==> config.mk <==
export PLATFORM = sky130hd
export DESIGN_NAME = mmio_bridge
export DESIGN_NICKNAME = d
export VERILOG_FILES = /design/src/rtl/mmio_bridge.sv
export SDC_FILE = /design/constraint.sdc
export NUM_CORES = 1
export LEC_CHECK = 0
export ABC_AREA = 1
export CAP_MARGIN = 20
export CORE_ASPECT_RATIO = 0.5
export CORE_MARGIN = 5
export CORE_UTILIZATION = 48
export CTS_CLUSTER_DIAMETER = 60
export DETAILED_ROUTE_END_ITERATION = 6
export PLACE_DENSITY = 0.94
export REMOVE_ABC_BUFFERS = 1
export SETUP_SLACK_MARGIN = 0.02
export SLEW_MARGIN = 40
export SYNTH_ARGS = -nofsm -noshare
export SYNTH_HDL_FRONTEND = slang
export SYNTH_SLANG_ARGS = --single-unit
==> constraint.sdc <==
create_clock -name clock -period 6.7 [get_ports clock]
set_input_delay 1.005 -clock clock [delete_from_list [all_inputs] [get_ports clock]]
set_output_delay 1.005 -clock clock [all_outputs]
set_load 0.005 [all_outputs]
==> src/rtl/mmio_bridge.sv <==
// mmio_bridge: decodes processor loads/stores onto data RAM, transmit FIFO, status, timer and button input. Rev 1.0
// Optional free-running timer built only when MMIO_TIMER_EN is defined.
`default_nettype none

module mmio_bridge #(
  parameter int FIFO_DEPTH = 8,
  parameter int RAM_WORDS  = 4096
) (
  input  logic        clock,
  input  logic        reset,
  input  logic [31:0] address_dmem,
  input  logic [31:0] data,
  input  logic        wren,
  output logic [31:0] q_dmem,
  output logic [11:0] ram_addr,
  output logic [31:0] ram_data,
  output logic        ram_wren,
  input  logic [31:0] ram_q,
  output logic [7:0]  tx_data,
  output logic        tx_valid,
  input  logic        tx_ready,
  input  logic [7:0]  buttons
);

  localparam int          PTR_W       = $clog2(FIFO_DEPTH);
  localparam logic [6:0]  c_depth     = 7'(FIFO_DEPTH);
  localparam logic [31:0] c_addr_tx   = 32'h0000_F000;
  localparam logic [31:0] c_addr_stat = 32'h0000_F001;
  localparam logic [31:0] c_addr_tmr  = 32'h0000_F002;
  localparam logic [31:0] c_addr_in   = 32'h0000_F003;

  logic             w_sel_ram;
  logic             w_sel_tx;
  logic             w_sel_stat;
  logic             w_sel_tmr;
  logic             w_sel_in;
  logic             w_full;
  logic             w_empty;
  logic             w_pop;
  logic             w_push;
  logic             w_store_tx;
  logic [31:0]      w_timer_val;

  logic [PTR_W-1:0] rd_ptr_q, rd_ptr_d;
  logic [PTR_W-1:0] wr_ptr_q, wr_ptr_d;
  logic [6:0]       count_q, count_d;
  logic             ovf_q, ovf_d;
  logic [7:0]       sync1_q;
  logic [7:0]       sync2_q;
  logic [7:0]       fifo_q [FIFO_DEPTH];

  assign w_sel_ram  = (address_dmem < 32'(RAM_WORDS));
  assign w_sel_tx   = (address_dmem == c_addr_tx);
  assign w_sel_stat = (address_dmem == c_addr_stat);
  assign w_sel_tmr  = (address_dmem == c_addr_tmr);
  assign w_sel_in   = (address_dmem == c_addr_in);

  assign ram_addr   = address_dmem[11:0];
  assign ram_data   = data;
  assign ram_wren   = wren & w_sel_ram & reset;

  assign w_full     = (count_q == c_depth);
  assign w_empty    = (count_q == 7'd0);
  assign tx_valid   = ~w_empty;
  assign tx_data    = w_empty ? 8'h00 : fifo_q[rd_ptr_q];

  // A full FIFO still accepts a store when the head leaves in the same cycle.
  assign w_pop      = tx_valid & tx_ready;
  assign w_store_tx = wren & w_sel_tx;
  assign w_push     = w_store_tx & (~w_full | w_pop);

  always_comb begin
    rd_ptr_d = rd_ptr_q;
    wr_ptr_d = wr_ptr_q;
    count_d  = count_q;
    ovf_d    = ovf_q;
    if (w_pop) begin
      rd_ptr_d = rd_ptr_q + PTR_W'(1);
    end
    if (w_push) begin
      wr_ptr_d = wr_ptr_q + PTR_W'(1);
    end
    case ({w_push, w_pop})
      2'b10:   count_d = count_q + 7'd1;
      2'b01:   count_d = count_q - 7'd1;
      default: count_d = count_q;
    endcase
    if (w_store_tx && !w_push) begin
      ovf_d = 1'b1;
    end
    if (wren && w_sel_stat && data[15]) begin
      ovf_d = 1'b0;
    end
  end

  always_ff @(posedge clock) begin
    if (!reset) begin
      rd_ptr_q <= '0;
      wr_ptr_q <= '0;
      count_q  <= 7'd0;
      ovf_q    <= 1'b0;
      sync1_q  <= 8'h00;
      sync2_q  <= 8'h00;
    end else begin
      rd_ptr_q <= rd_ptr_d;
      wr_ptr_q <= wr_ptr_d;
      count_q  <= count_d;
      ovf_q    <= ovf_d;
      sync1_q  <= buttons;
      sync2_q  <= sync1_q;
    end
  end

  // Storage needs no reset: the head is masked to zero whenever the FIFO is empty.
  always_ff @(posedge clock) begin
    if (reset && w_push) begin
      fifo_q[wr_ptr_q] <= data[7:0];
    end
  end

`ifdef MMIO_TIMER_EN
  logic        w_store_tmr;
  logic [31:0] timer_q, timer_d;

  assign w_store_tmr = wren & w_sel_tmr;

  // The store clears the count in its own cycle, so the next cycle already reads 1.
  always_comb begin
    timer_d = timer_q + 32'd1;
    if (w_store_tmr) begin
      timer_d = 32'd1;
    end
  end

  always_ff @(posedge clock) begin
    if (!reset) begin
      timer_q <= 32'd0;
    end else begin
      timer_q <= timer_d;
    end
  end

  assign w_timer_val = timer_q;
`else
  assign w_timer_val = 32'd0;
`endif

  always_comb begin
    q_dmem = 32'd0;
    if (w_sel_ram) begin
      q_dmem = ram_q;
    end else if (w_sel_stat) begin
      q_dmem = {16'b0, ovf_q, w_full, w_empty, 6'b0, count_q};
    end else if (w_sel_tmr) begin
      q_dmem = w_timer_val;
    end else if (w_sel_in) begin
      q_dmem = {24'b0, sync2_q};
    end
  end

endmodule

`default_nettype wire

* Word-level counts from Yosys, hierarchy flattened
Memory sizes are Yosys's and may differ from the RTL's. A register that Yosys moved wholly into a read port is not among the register bits.
Index checks and enable logic that the tools add are counted.
** Operators by class
- Order comparisons :: 1
- Shift-type cells :: 0
- Bitwise gates (word level) :: 9
- Reduce and logical (&&, ||, !) cells :: 8
- Divide/modulo/power cells :: 0
- Multiplexer cells :: 10
- Add/sub/neg operators :: 4
- $mul :: 0
- Eq/ne operators :: 7
** Operators by type and width (count)
- $eq 32x16->1 const B :: 4
- $lt 32x13->1 const B :: 1
- $mux 32 :: 1
- $mux 8 :: 3
- $mux 16 :: 1
- $pmux 7 s2 :: 1
- $add 7x1->7 const B :: 1
- $eq 7x4->1 const B :: 1
- $logic_not 7->1 :: 1
- $sub 7x1->7 const B :: 1
- $add 3x1->3 const B :: 2
- $mux 3 :: 2
- $and 1x1->1 :: 5
- $logic_and 1x1->1 :: 4
- $not 1->1 :: 3
- $eq 2x1->1 const B :: 1
- $eq 2x2->1 const B :: 1
- $mux 1 :: 2
- $reduce_bool 2->1 :: 1
- $reduce_or 2->1 :: 1
- $logic_not 1->1 :: 1
- $or 1x1->1 :: 1
** Word-level totals
- Bits in latches :: 0
- ROM bits :: 0
- Input bits :: 108
- Register bits after elaboration :: 30
- Bits in writable memories :: 64
- Memories :: 1
** Memories
- fifo_q :: words 8, bits a word 8, read ports 1, clocked after memory_dff 1, wr ports 1, line 50 : logic [7:0] fifo_q [FIFO_DEPTH];

* Longest topological paths before layout
Gate-level depths: netlist of the first run.
- Depth in word-level cells :: 8
- Mapped depth :: 19

* Least setup slack after synthesis of the first run
No wires, ideal clock.
- Kind :: input-to-reg
- From :: input address_dmem[21]
- To :: register count_q[4]
- Data required time :: 6.642 ns
- Library setup time :: 0.058 ns
- Arrival time :: 3.077 ns
- Path buffers :: 0
- Slack :: 3.565 ns
- Cell stages on the path :: 16
- Cell sequence :: nor2_1 -> nand2_1 -> nor2_4 -> nand2_4 -> nor2_4 -> nand2_2 -> nor2_2 -> inv_1 -> ha_1 -> ha_1 -> a21oi_1 -> o21ai_0 -> or2_2 -> nand3_1 -> o211ai_1 -> inv_1
** Between the ends
- Longest elaborated chain between the ends :: 5
** RTL lines
- start, declared :: line 11 : input logic [31:0] address_dmem,
- $eq 32x16->1 (*) :: line 53 : assign w_sel_tx = (address_dmem == c_addr_tx);
- $and 1x1->1 (*) :: line 69 : assign w_store_tx = wren & w_sel_tx;
- $and 1x1->1 (*) :: line 70 : assign w_push = w_store_tx & (~w_full | w_pop);
- $eq 2x1->1 / $eq 2x2->1 (equally long branches) :: line 83 : case ({w_push, w_pop})
- $pmux 7 s2 / $reduce_bool 2->1 (equally long branches)
- end signal, assigned :: line 107 : count_q <= count_d;
- end, declared :: line 46 : logic [6:0] count_q, count_d;
Mark *: on every way between the ends. The rest lies on a longest branch, timed or not.
A chain may end at the register's enable or synchronous reset.

* Worst setup path after layout of the first run
- From :: input address_dmem[27]
- To :: output q_dmem[15]
** Between the ends
- Longest elaborated chain between the ends :: 3
** RTL lines
- branches (longest 2 deep; another with $lt 32x13->1)
- $mux 32 (*) :: line 150 : if (w_sel_ram) begin
- end, declared :: line 14 : output logic [31:0] q_dmem,
Mark *: on every way between the ends.

==> results of run 1 <==
## path summary, 6_finish.rpt
path,from,cells after the start,slack (ns),to
worst min register to register,sync1_q[0],2,0.41,sync2_q[0]
worst max register to register,count_q[1],16,3.55,count_q[6]
worst max-delay path,address_dmem[27],10,2.28,q_dmem[15]
worst min-delay path,sync1_q[0],2,0.41,sync2_q[0]
## synthesized netlist by cell type
cell type	number	area, sq um
a21o_1	1	7.51
a21oi_1	12	60.1
a31oi_1	9	56.3
buf_2	10	50.1
buf_4	44	330
buf_6	5	56.3
clkbuf_1	5	18.8
clkbuf_2	1	5.00
clkinv_1	1	3.75
dfxtp_1	33	661
edfxtp_1	64	1920
fa_1	1	20.0
ha_1	8	100
inv_1	64	240
inv_2	4	15.0
nand2_1	88	330
nand2_2	2	12.5
nand2_4	1	11.3
nand3_1	23	115
nand3_2	1	10.0
nand4_1	3	18.8
nand4_4	2	42.5
nor2_1	126	473
nor2_2	6	37.5
nor2_4	6	67.6
o211ai_1	2	15.0
o21ai_0	56	280
o21ai_1	2	10.0
o31ai_2	1	12.5
o31ai_4	1	21.3
or2_2	2	12.5
xnor2_1	1	8.76
xor2_1	2	17.5
## per-stage QoR
step | hold WS, ns | cell area (sq um)
after global routing | 0.431 | 6540
after floorplan | 0.390 | 4580
after detailed placement | 0.401 | 6240
after global placement | 0.394 | 6240
after CTS | 0.417 | 6520
final | 0.414 | 6540
## metal layers
layer / up-vias / wire length [microns] / part of all wire [%]
met5: - / 113 / 0.81
met4: 2 / 208 / 1.5
met3: 20 / 1690 / 12
met2: 190 / 6790 / 49
met1: 1916 / 5130 / 37
li1: 2039 / - / -
## logic make-up (layout without fill, tap and decap cells)
family                   after synthesis  after routing  synth area share [%]
buffers and inverters                134            233                  14.3
AND/OR/NAND/NOR                      260            260                  22.4
flip-flops                            97             97                  51.2
XOR/XNOR                               3              3                 0.521
AO/OA/AOI/OAI                         84             84                  9.18
adder cells (fa/ha/maj)                9              9                  2.38
## sequential cells by signal, summed over array words and instances, names as in the netlist, named ones only
register	flops
count_q	7
fifo_q	64
wr_ptr_q	3
sync1_q	8
sync2_q	8
rd_ptr_q	3
ovf_q	1
## final cells by class
type / instances / area (sq um)
fillers: 810 / 3680
flip-flops and latches: 97 / 2580
multi-input cells: 356 / 1750
repair buffers: 148 / 1480
inverters: 69 / 259
clock buffers: 9 / 225
well taps: 140 / 175
clock inverters: 7 / 61.3
## worst register-to-register path, stage by stage, from the launching register on
cell and delay (ns):
dfxtp_1 0.39, inv_1 0.10, nand2_1 0.08, nor2_1 0.06
nand2_1 0.43, nand2_1 0.12, inv_1 0.22, ha_1 0.39
inv_1 0.10, fa_1 0.43, o21ai_0 0.31, nand2_1 0.12
nand2_1 0.08, nand2_1 0.05, nand2_1 0.06, nand2_1 0.05
a21oi_1 0.12
## power breakdown
part           leakage, nW  total, mW  internal (mW)  switching (mW)
sequential           0.848      0.741          0.672          0.0690
clock                0.140      0.490          0.259           0.231
combinational         1.67      0.614          0.289           0.325
==> flow_metrics.env, run 1 <==
export IMPL_worstPathRequired_ns=5.69
export IMPL_worst_slack_ns=2.28
export IMPL_wire_per_inst_microns=16.9
export IMPL_maxCapViolations=0
export IMPL_drtPass1Iterations=5
export IMPL_crit_chain="clkdlybuf4s50_1 -> nor2_1 -> nand2_1 -> nor2_4 -> nand2_4 -> nor2_4 -> inv_2 -> nand2_1 -> o21ai_1 -> clkdlybuf4s50_1"
export IMPL_cts_tree="built"
export IMPL_cp_max_fo=24
export IMPL_utilization_pct=64.0
export IMPL_tns_ns=0
export IMPL_cts_hold_buf=0
export IMPL_rsz0062_at_grt="false"
export IMPL_skew_ns=0.00602
export IMPL_dieHeight_microns=82.5
export IMPL_gr_usage_met1_pct=22.8
export IMPL_gp_congestion=0.842
export IMPL_root_buffer="clkbuf_16"
export IMPL_ys_seq_area_share_pct=51.2
export IMPL_die_area_sq_mm=0.0128
export IMPL_drive_above_1_share_pct=7.43
export IMPL_fp_dieW_microns=155
export IMPL_diodes=0
export IMPL_max_slew_margin_pct=43.4
export IMPL_rows=26
export IMPL_grtUsageTotal_pct=21.7
export IMPL_insertion_delay_ns=0.35
export IMPL_antenna_found_initial=0
export IMPL_arrival_ns=3.41
export IMPL_place_inst=810
export IMPL_power_mw=1.84
export IMPL_grt_util_met3_pct=10.9
export IMPL_syn_area_per_cell_sq_um=8.59
export IMPL_grt_overflow=0
export IMPL_use_met2_pct=38.2
export IMPL_htreeDepth=3
export IMPL_drt_iter0_drc=386
export IMPL_syn2layout_area_growth_pct=29.7
export IMPL_crit_type="input port to primary output"
export IMPL_ir_drop_mv=0.214
export IMPL_grt_max_degree=34
export IMPL_yosys_warnings=0
export IMPL_cts_buffers=9
export IMPL_dp_final_hpwl_microns=10300
export IMPL_final_common_cell="clkdlybuf4s50_1"
export IMPL_max_freq_mhz=226
export IMPL_powerDensity_mw_per_mm2=282
export IMPL_worstMarginPinSlew_ns=0.846
export IMPL_num_vias=4167
export IMPL_dp_slack_ns=2.30
export IMPL_status="finished, final reports clean"
export IMPL_grt_pass1_wl_microns=20800
export IMPL_io_pin_count=194
export IMPL_totalWireLength_microns=13900
export IMPL_path_buf_inv=3
export IMPL_nNetsFinal=798
export IMPL_p_leak_nw=2.66
export IMPL_clkSinkCount=97
export IMPL_fin_crit_ns=4.42
export IMPL_slew_violations=0
export IMPL_setup_viol=0
export IMPL_holdCritPathClass="flip-flop to flip-flop"
export IMPL_grt_pass1_vias=4195
export IMPL_vias_per_cell=5.04
export IMPL_ys_types=33
export IMPL_syn_cell_area_sq_mm=0.00504
export IMPL_fin_crit_sh_pct=65.9
export IMPL_top_usage_layer="met2"
export IMPL_antenna_left=0
export IMPL_core_area_sq_mm=0.0102
export IMPL_start_util_pct=49.4
export IMPL_crit_path_top_delay_cell="clkdlybuf4s50_1"
export IMPL_fin_cells=826
export IMPL_port_buffers=147
export IMPL_path_clk_slew_ns=0.07
export IMPL_layout_common_cells="147 x clkdlybuf4s50_1, 121 x nor2_1, 88 x nand2_1, 64 x edfxtp_1, 63 x inv_1"
export IMPL_finalHoldViolCount=0
export IMPL_drc_errors=0
export IMPL_cts_setup_buffers=0
export IMPL_cts_path_max_buffers=2
export IMPL_netlist_instances=587
export IMPL_cpPeakStageDelay_ns=0.50
export IMPL_ys_ff_latch=97
export IMPL_start_kind="input port"
export IMPL_cp_end_kind="primary output"
export IMPL_ctsResizeCount=0
export IMPL_critical_path_top_delay_family="buffers and inverters"
Power figures use the tool's default switching activity.
==> inputs of run 2 (changes only) <==
--- a/config.mk
+++ b/config.mk
@@ -9,10 +9,10 @@
 export CAP_MARGIN = 20
 export CORE_ASPECT_RATIO = 0.5
 export CORE_MARGIN = 5
-export CORE_UTILIZATION = 48
+export CORE_UTILIZATION = 44
 export CTS_CLUSTER_DIAMETER = 60
 export DETAILED_ROUTE_END_ITERATION = 6
-export PLACE_DENSITY = 0.94
+export PLACE_DENSITY = 0.87
 export REMOVE_ABC_BUFFERS = 1
 export SETUP_SLACK_MARGIN = 0.02
 export SLEW_MARGIN = 40
==> constraint.sdc (replaced) <==
create_clock -name clock -period 4.5 [get_ports clock]
set_input_delay 0.675 -clock clock [delete_from_list [all_inputs] [get_ports clock]]
set_output_delay 0.675 -clock clock [all_outputs]
set_load 0.005 [all_outputs]
==> flow_metrics.env, run 2 (synthesis gave the netlist of run 1 again) <==
export IMPL_layout_common_cells="147 x clkdlybuf4s50_1, 120 x nor2_1, 88 x nand2_1, 64 x inv_1, 64 x edfxtp_1"
export IMPL_holdCritPathClass="flip-flop to flip-flop"
export IMPL_maxCapViolations=0
export IMPL_drive_above_1_share_pct=7.68
export IMPL_final_area_sq_mm=0.00658
export IMPL_hp_start="sync1_q[2]"
export IMPL_dieHeight_microns=85.7
export IMPL_io_pin_count=194
export IMPL_fin_crit_ns=3.44
export IMPL_tns_ns=0
export IMPL_port_buffers=147
export IMPL_largest_reg_flops=64
export IMPL_rows=27
export IMPL_insertion_delay_ns=0.35
export IMPL_setup_viol=0
export IMPL_antenna_found_initial=0
export IMPL_worst_slack_ns=1.06
export IMPL_final_common_cell="clkdlybuf4s50_1"
export IMPL_crit_path_top_delay_cell="clkdlybuf4s50_1"
export IMPL_top_register="fifo_q"
export IMPL_die_area_sq_mm=0.0138
export IMPL_htreeDepth=3
export IMPL_place_area_sq_mm=0.00628
export IMPL_drc_errors=0
export IMPL_antenna_left=0
export IMPL_ctsResizeCount=0
export IMPL_dp_final_hpwl_microns=10300
export IMPL_worstPathRequired_ns=3.83
export IMPL_largestRegisters="fifo_q (64), sync1_q (8), sync2_q (8)"
export IMPL_cts_buffers=9
export IMPL_path_common_cell="nand2_1"
export IMPL_cts_tree="built"
export IMPL_cp_max_fo=11
export IMPL_grtUsageTotal_pct=19.9
export IMPL_core_area_sq_mm=0.0111
export IMPL_start_kind="input port"
export IMPL_cp_end_kind="primary output"
export IMPL_grt_overflow=0
export IMPL_syn2layout_area_growth_pct=30.5
export IMPL_path_clk_slew_ns=0.07
export IMPL_rsz0062_at_grt="false"
export IMPL_wire_per_inst_microns=16.4
export IMPL_skew_ns=0.00754
export IMPL_powerDensity_mw_per_mm2=418
export IMPL_gp_congestion=0.871
export IMPL_arrival_ns=2.76
export IMPL_crit_chain="clkdlybuf4s50_1 -> nand2_1 -> inv_1 -> nand2_1 -> nor2_2 -> inv_2 -> nor2_4 -> nand3_1 -> nand2_1 -> nand2_1 -> nand2_1 -> clkdlybuf4s50_1"
export IMPL_vias_per_cell=4.85
export IMPL_grt_pass1_wl_microns=20800
export IMPL_drt_iter0_drc=218
export IMPL_utilization_pct=59.4
export IMPL_power_mw=2.75
export IMPL_max_slew_margin_pct=47.3
export IMPL_dp_slack_ns=0.752
export IMPL_status="finished, final reports clean"
export IMPL_start_util_pct=45.5
export IMPL_finalHoldViolCount=0
export IMPL_worstMarginPinSlew_ns=0.788
export IMPL_max_freq_mhz=291
export IMPL_slew_violations=0
export IMPL_cts_hold_buf=0
export IMPL_cts_path_max_buffers=2
export IMPL_p_leak_nw=2.68
export IMPL_drtPass1Iterations=4
export IMPL_ir_drop_mv=0.197
export IMPL_fin_crit_sh_pct=76.4
export IMPL_root_buffer="clkbuf_16"
export IMPL_crit_type="input port to primary output"
export IMPL_totalWireLength_microns=13700
export IMPL_fp_dieW_microns=161
export IMPL_cpPeakStageDelay_ns=0.51
export IMPL_grt_max_degree=34
export IMPL_nNetsFinal=802
export IMPL_regToRegStartpoint="count_q[1]"
export IMPL_clkSinkCount=97
export IMPL_diodes=0
export IMPL_grt_pass1_vias=4035
export IMPL_crit_path_start="address_dmem[14]"
export IMPL_num_vias=4046
export IMPL_cts_setup_buffers=0
## run 2: metrics by stage
step,hold WS [ns],cells
finish,0.414,835
global route,0.427,835
CTS,0.416,835
detailed placement,0.400,819
global placement,0.392,819
floorplan,0.390,522
## run 2: final cells by class
cell class              count  area, sq um
well taps                 145          181
clock buffers              10          239
inverters                  69          259
multi-input cells         356         1760
flip-flops and latches     97         2580
fillers                   908         4500
repair buffers            152         1510
clock inverters             6         53.8
## run 2: worst max-delay path: cells and delay by family
family,cells,cell delay [ns]
buffers and inverters,4,1.13
and+or+nand+nor,8,0.94
## run 2: path summary, 6_finish.rpt
check / endpoint / slack [ns] / depth (start not counted)
max: q_dmem[5] / 1.06 / 12
min: sync2_q[2] / 0.41 / 2
max reg2reg: count_q[6] / 1.36 / 16
min reg2reg: sync2_q[2] / 0.41 / 2
## run 2: routing by layer
metal,vias up,track usage (%),routed length (microns)
met5,-,5.24,99
met4,2,5.11,150
met3,13,12.0,1860
met2,173,31.7,6250
met1,1805,22.5,5360
li1,2053,-,-
## run 2: where the power goes
group	total [mW]	internal (mW)	switching, mW
clock network	0.744	0.401	0.342
registers	1.06	0.998	0.0579
logic	0.953	0.440	0.514
total	2.75	1.84	0.914
==> inputs of run 3 (changes only) <==
==> constraint.sdc (replaced) <==
create_clock -name clock -period 3.26 [get_ports clock]
set_input_delay 0.489 -clock clock [delete_from_list [all_inputs] [get_ports clock]]
set_output_delay 0.489 -clock clock [all_outputs]
set_load 0.005 [all_outputs]
==> flow_metrics.env, run 3 (synthesis gave the netlist of run 1 again) <==
export IMPL_status="finished, final reports clean"
export IMPL_rows=27
export IMPL_min_to="sync2_q[7]"
export IMPL_p_int_mw=2.53
export IMPL_worstPathRequired_ns=2.77
export IMPL_fp_dieW_microns=161
export IMPL_worst_slack_ns=0.182
export IMPL_critical_path_top_delay_family="buffers and inverters"
export IMPL_crit_type="input port to primary output"
export IMPL_final_common_cell="clkdlybuf4s50_1"
export IMPL_drt_iter0_drc=404
export IMPL_maxCapViolations=0
export IMPL_fin_hold_ws_ns=0.411
export IMPL_power_mw=3.81
export IMPL_max_freq_mhz=325
export IMPL_powerDensity_mw_per_mm2=568
export IMPL_path_clk_slew_ns=0.06
export IMPL_grt_max_degree=33
export IMPL_grt_pass1_vias=4082
export IMPL_use_met2_pct=31.9
export IMPL_p_seq_share_pct=38.3
export IMPL_core_area_sq_mm=0.0111
export IMPL_cts_hold_buf=0
export IMPL_power_frac_comb_pct=36.0
export IMPL_crit_chain="clkdlybuf4s50_1 -> nor2_1 -> nand2_1 -> nor2_4 -> nand2_4 -> nor2_4 -> inv_2 -> nor2_1 -> clkdlybuf4s50_1"
export IMPL_p_sw_share_pct=33.5
export IMPL_slew_violations=0
export IMPL_root_buffer="clkbuf_16"
export IMPL_p_leak_nw=2.78
export IMPL_r2r_setup_slack_ns=0.45
export IMPL_drive_above_1_share_pct=9.30
export IMPL_largestRegisters="fifo_q (64), sync1_q (8), sync2_q (8)"
export IMPL_largest_reg_flops=64
export IMPL_gp_congestion=0.838
export IMPL_top_usage_layer="met2"
export IMPL_grt_util_met3_pct=12.1
export IMPL_top_register="fifo_q"
export IMPL_antenna_found_initial=0
export IMPL_gr_usage_met1_pct=24.0
export IMPL_ir_drop_mv=0.365
export IMPL_nNetsFinal=822
export IMPL_htreeDepth=3
export IMPL_drtPass1Iterations=5
export IMPL_p_sw_mw=1.28
export IMPL_fin_crit_sh_pct=94.4
export IMPL_max_slew_margin_pct=61.8
export IMPL_cts_tree="built"
export IMPL_r2r_end="count_q[6]"
export IMPL_dp_slack_ns=-0.0109
export IMPL_clkSinkCount=97
export IMPL_finalHoldViolCount=0
export IMPL_vias_per_cell=4.91
export IMPL_grtUsageTotal_pct=20.4
export IMPL_dp_final_hpwl_microns=10700
export IMPL_die_area_sq_mm=0.0138
export IMPL_utilization_pct=60.5
export IMPL_port_buffers=147
export IMPL_crit_path_top_delay_cell="clkdlybuf4s50_1"
export IMPL_worstMarginPinSlew_ns=0.572
export IMPL_hp_start="sync1_q[7]"
export IMPL_insertion_delay_ns=0.34
export IMPL_path_buf_inv=3
export IMPL_start_kind="input port"
export IMPL_layout_common_cells="147 x clkdlybuf4s50_1, 126 x nor2_1, 88 x nand2_1, 64 x inv_1, 64 x edfxtp_1"
export IMPL_setup_viol=0
export IMPL_regToRegStartpoint="count_q[1]"
export IMPL_diodes=0
export IMPL_p_clk_share_pct=25.7
export IMPL_holdCritPathClass="flip-flop to flip-flop"
export IMPL_fin_crit_ns=3.08
export IMPL_num_vias=4200
export IMPL_rsz0062_at_grt="false"
export IMPL_totalWireLength_microns=14100
export IMPL_start_util_pct=45.5
export IMPL_cts_path_max_buffers=2
export IMPL_syn2layout_area_growth_pct=32.9
export IMPL_r2r_cells=17
export IMPL_cp_max_fo=24
export IMPL_whs_path_depth=2
export IMPL_io_pin_count=194
export IMPL_arrival_ns=2.59
export IMPL_cp_end_kind="primary output"
export IMPL_grt_overflow=0
export IMPL_fillers=907
export IMPL_grt_pass1_wl_microns=21700
export IMPL_skew_ns=0.00895
export IMPL_cpPeakStageDelay_ns=0.54
export IMPL_dieHeight_microns=85.7
export IMPL_drc_errors=0
export IMPL_cts_buffers=9
export IMPL_wire_per_inst_microns=16.5
export IMPL_antenna_left=0
## run 3: cell count changes in the layout (fill, tap and decap cells not counted)
cell,change
clkbuf_8,-1
nor2_1,+6
clkinv_1,+1
clkinv_2,+1
nor2_2,-6
clkinv_4,+2
o21ai_1,+1
inv_6,-3
buf_4,+20
o21ai_0,-1
## run 3: per-stage QoR
step / cells / setup TNS [ns] / cell area [sq um]
after floorplan: 522 / 0 / 4580
after global placement: 835 / 0 / 6390
after detailed placement: 835 / -0.0109 / 6390
after CTS: 851 / 0 / 6670
after global routing: 855 / 0 / 6700
final: 855 / 0 / 6700
## run 3: timing repair
action                                  in CTS  in global routing
setup buffers                                0                  4
resized for setup                            0                  1
endpoints found under the setup margin       0                  2
hold endpoints to repair                     0                  0
## run 3: cell type report
class	instances	area, sq um	share of cell area [%]
inverters	69	259	3.86
clock inverters	7	53.8	0.803
multi-input cells	356	1740	26.0
repair buffers	172	1660	24.8
clock buffers	9	225	3.36
flip-flops and latches	97	2580	38.5
well taps	145	181	2.71
## run 3: worst max path at each step
stage | startpoint | endpoint | slack [ns] | depth (start not counted)
2_1_floorplan | address_dmem[21] | count_q[4] | 0.52 | 16
6_report | address_dmem[29] | q_dmem[18] | 0.18 | 9
3_3_place_gp | address_dmem[6] | count_q[4] | 0.16 | 15
3_5_place_dp | address_dmem[29] | count_q[6] | -0.01 | 19
5_1_grt | address_dmem[29] | q_dmem[18] | 0.04 | 9
4_1_cts | address_dmem[29] | q_dmem[18] | 0.16 | 9
## run 3: power by group through the flow
| stage | sequential, mW | combinational, mW | clock [mW] |
|---|---|---|---|
| 2_1_floorplan | 1.49 | 0.699 | 0 |
| 3_5_place_dp | 1.48 | 1.36 | 0 |
| 6_report | 1.46 | 1.37 | 0.980 |
| 5_1_grt | 1.47 | 1.53 | 1.05 |
| 4_1_cts | 1.46 | 1.36 | 1.00 |
| 3_3_place_gp | 1.48 | 1.29 | 0 |
## run 3: worst min-delay path, cell delays in order (launching register included)
cell and delay, ns:
dfxtp_1 0.30, nand2_1 0.04, inv_1 0.04
## run 3: metal layers
metal | share of wire [%] | vias up | routed length [microns]
met3 | 13 | 16 | 1820
li1 | - | 2084 | -
met1 | 41 | 1909 | 5760
met2 | 45 | 189 | 6290
met5 | 0.67 | - | 94
met4 | 0.99 | 2 | 140
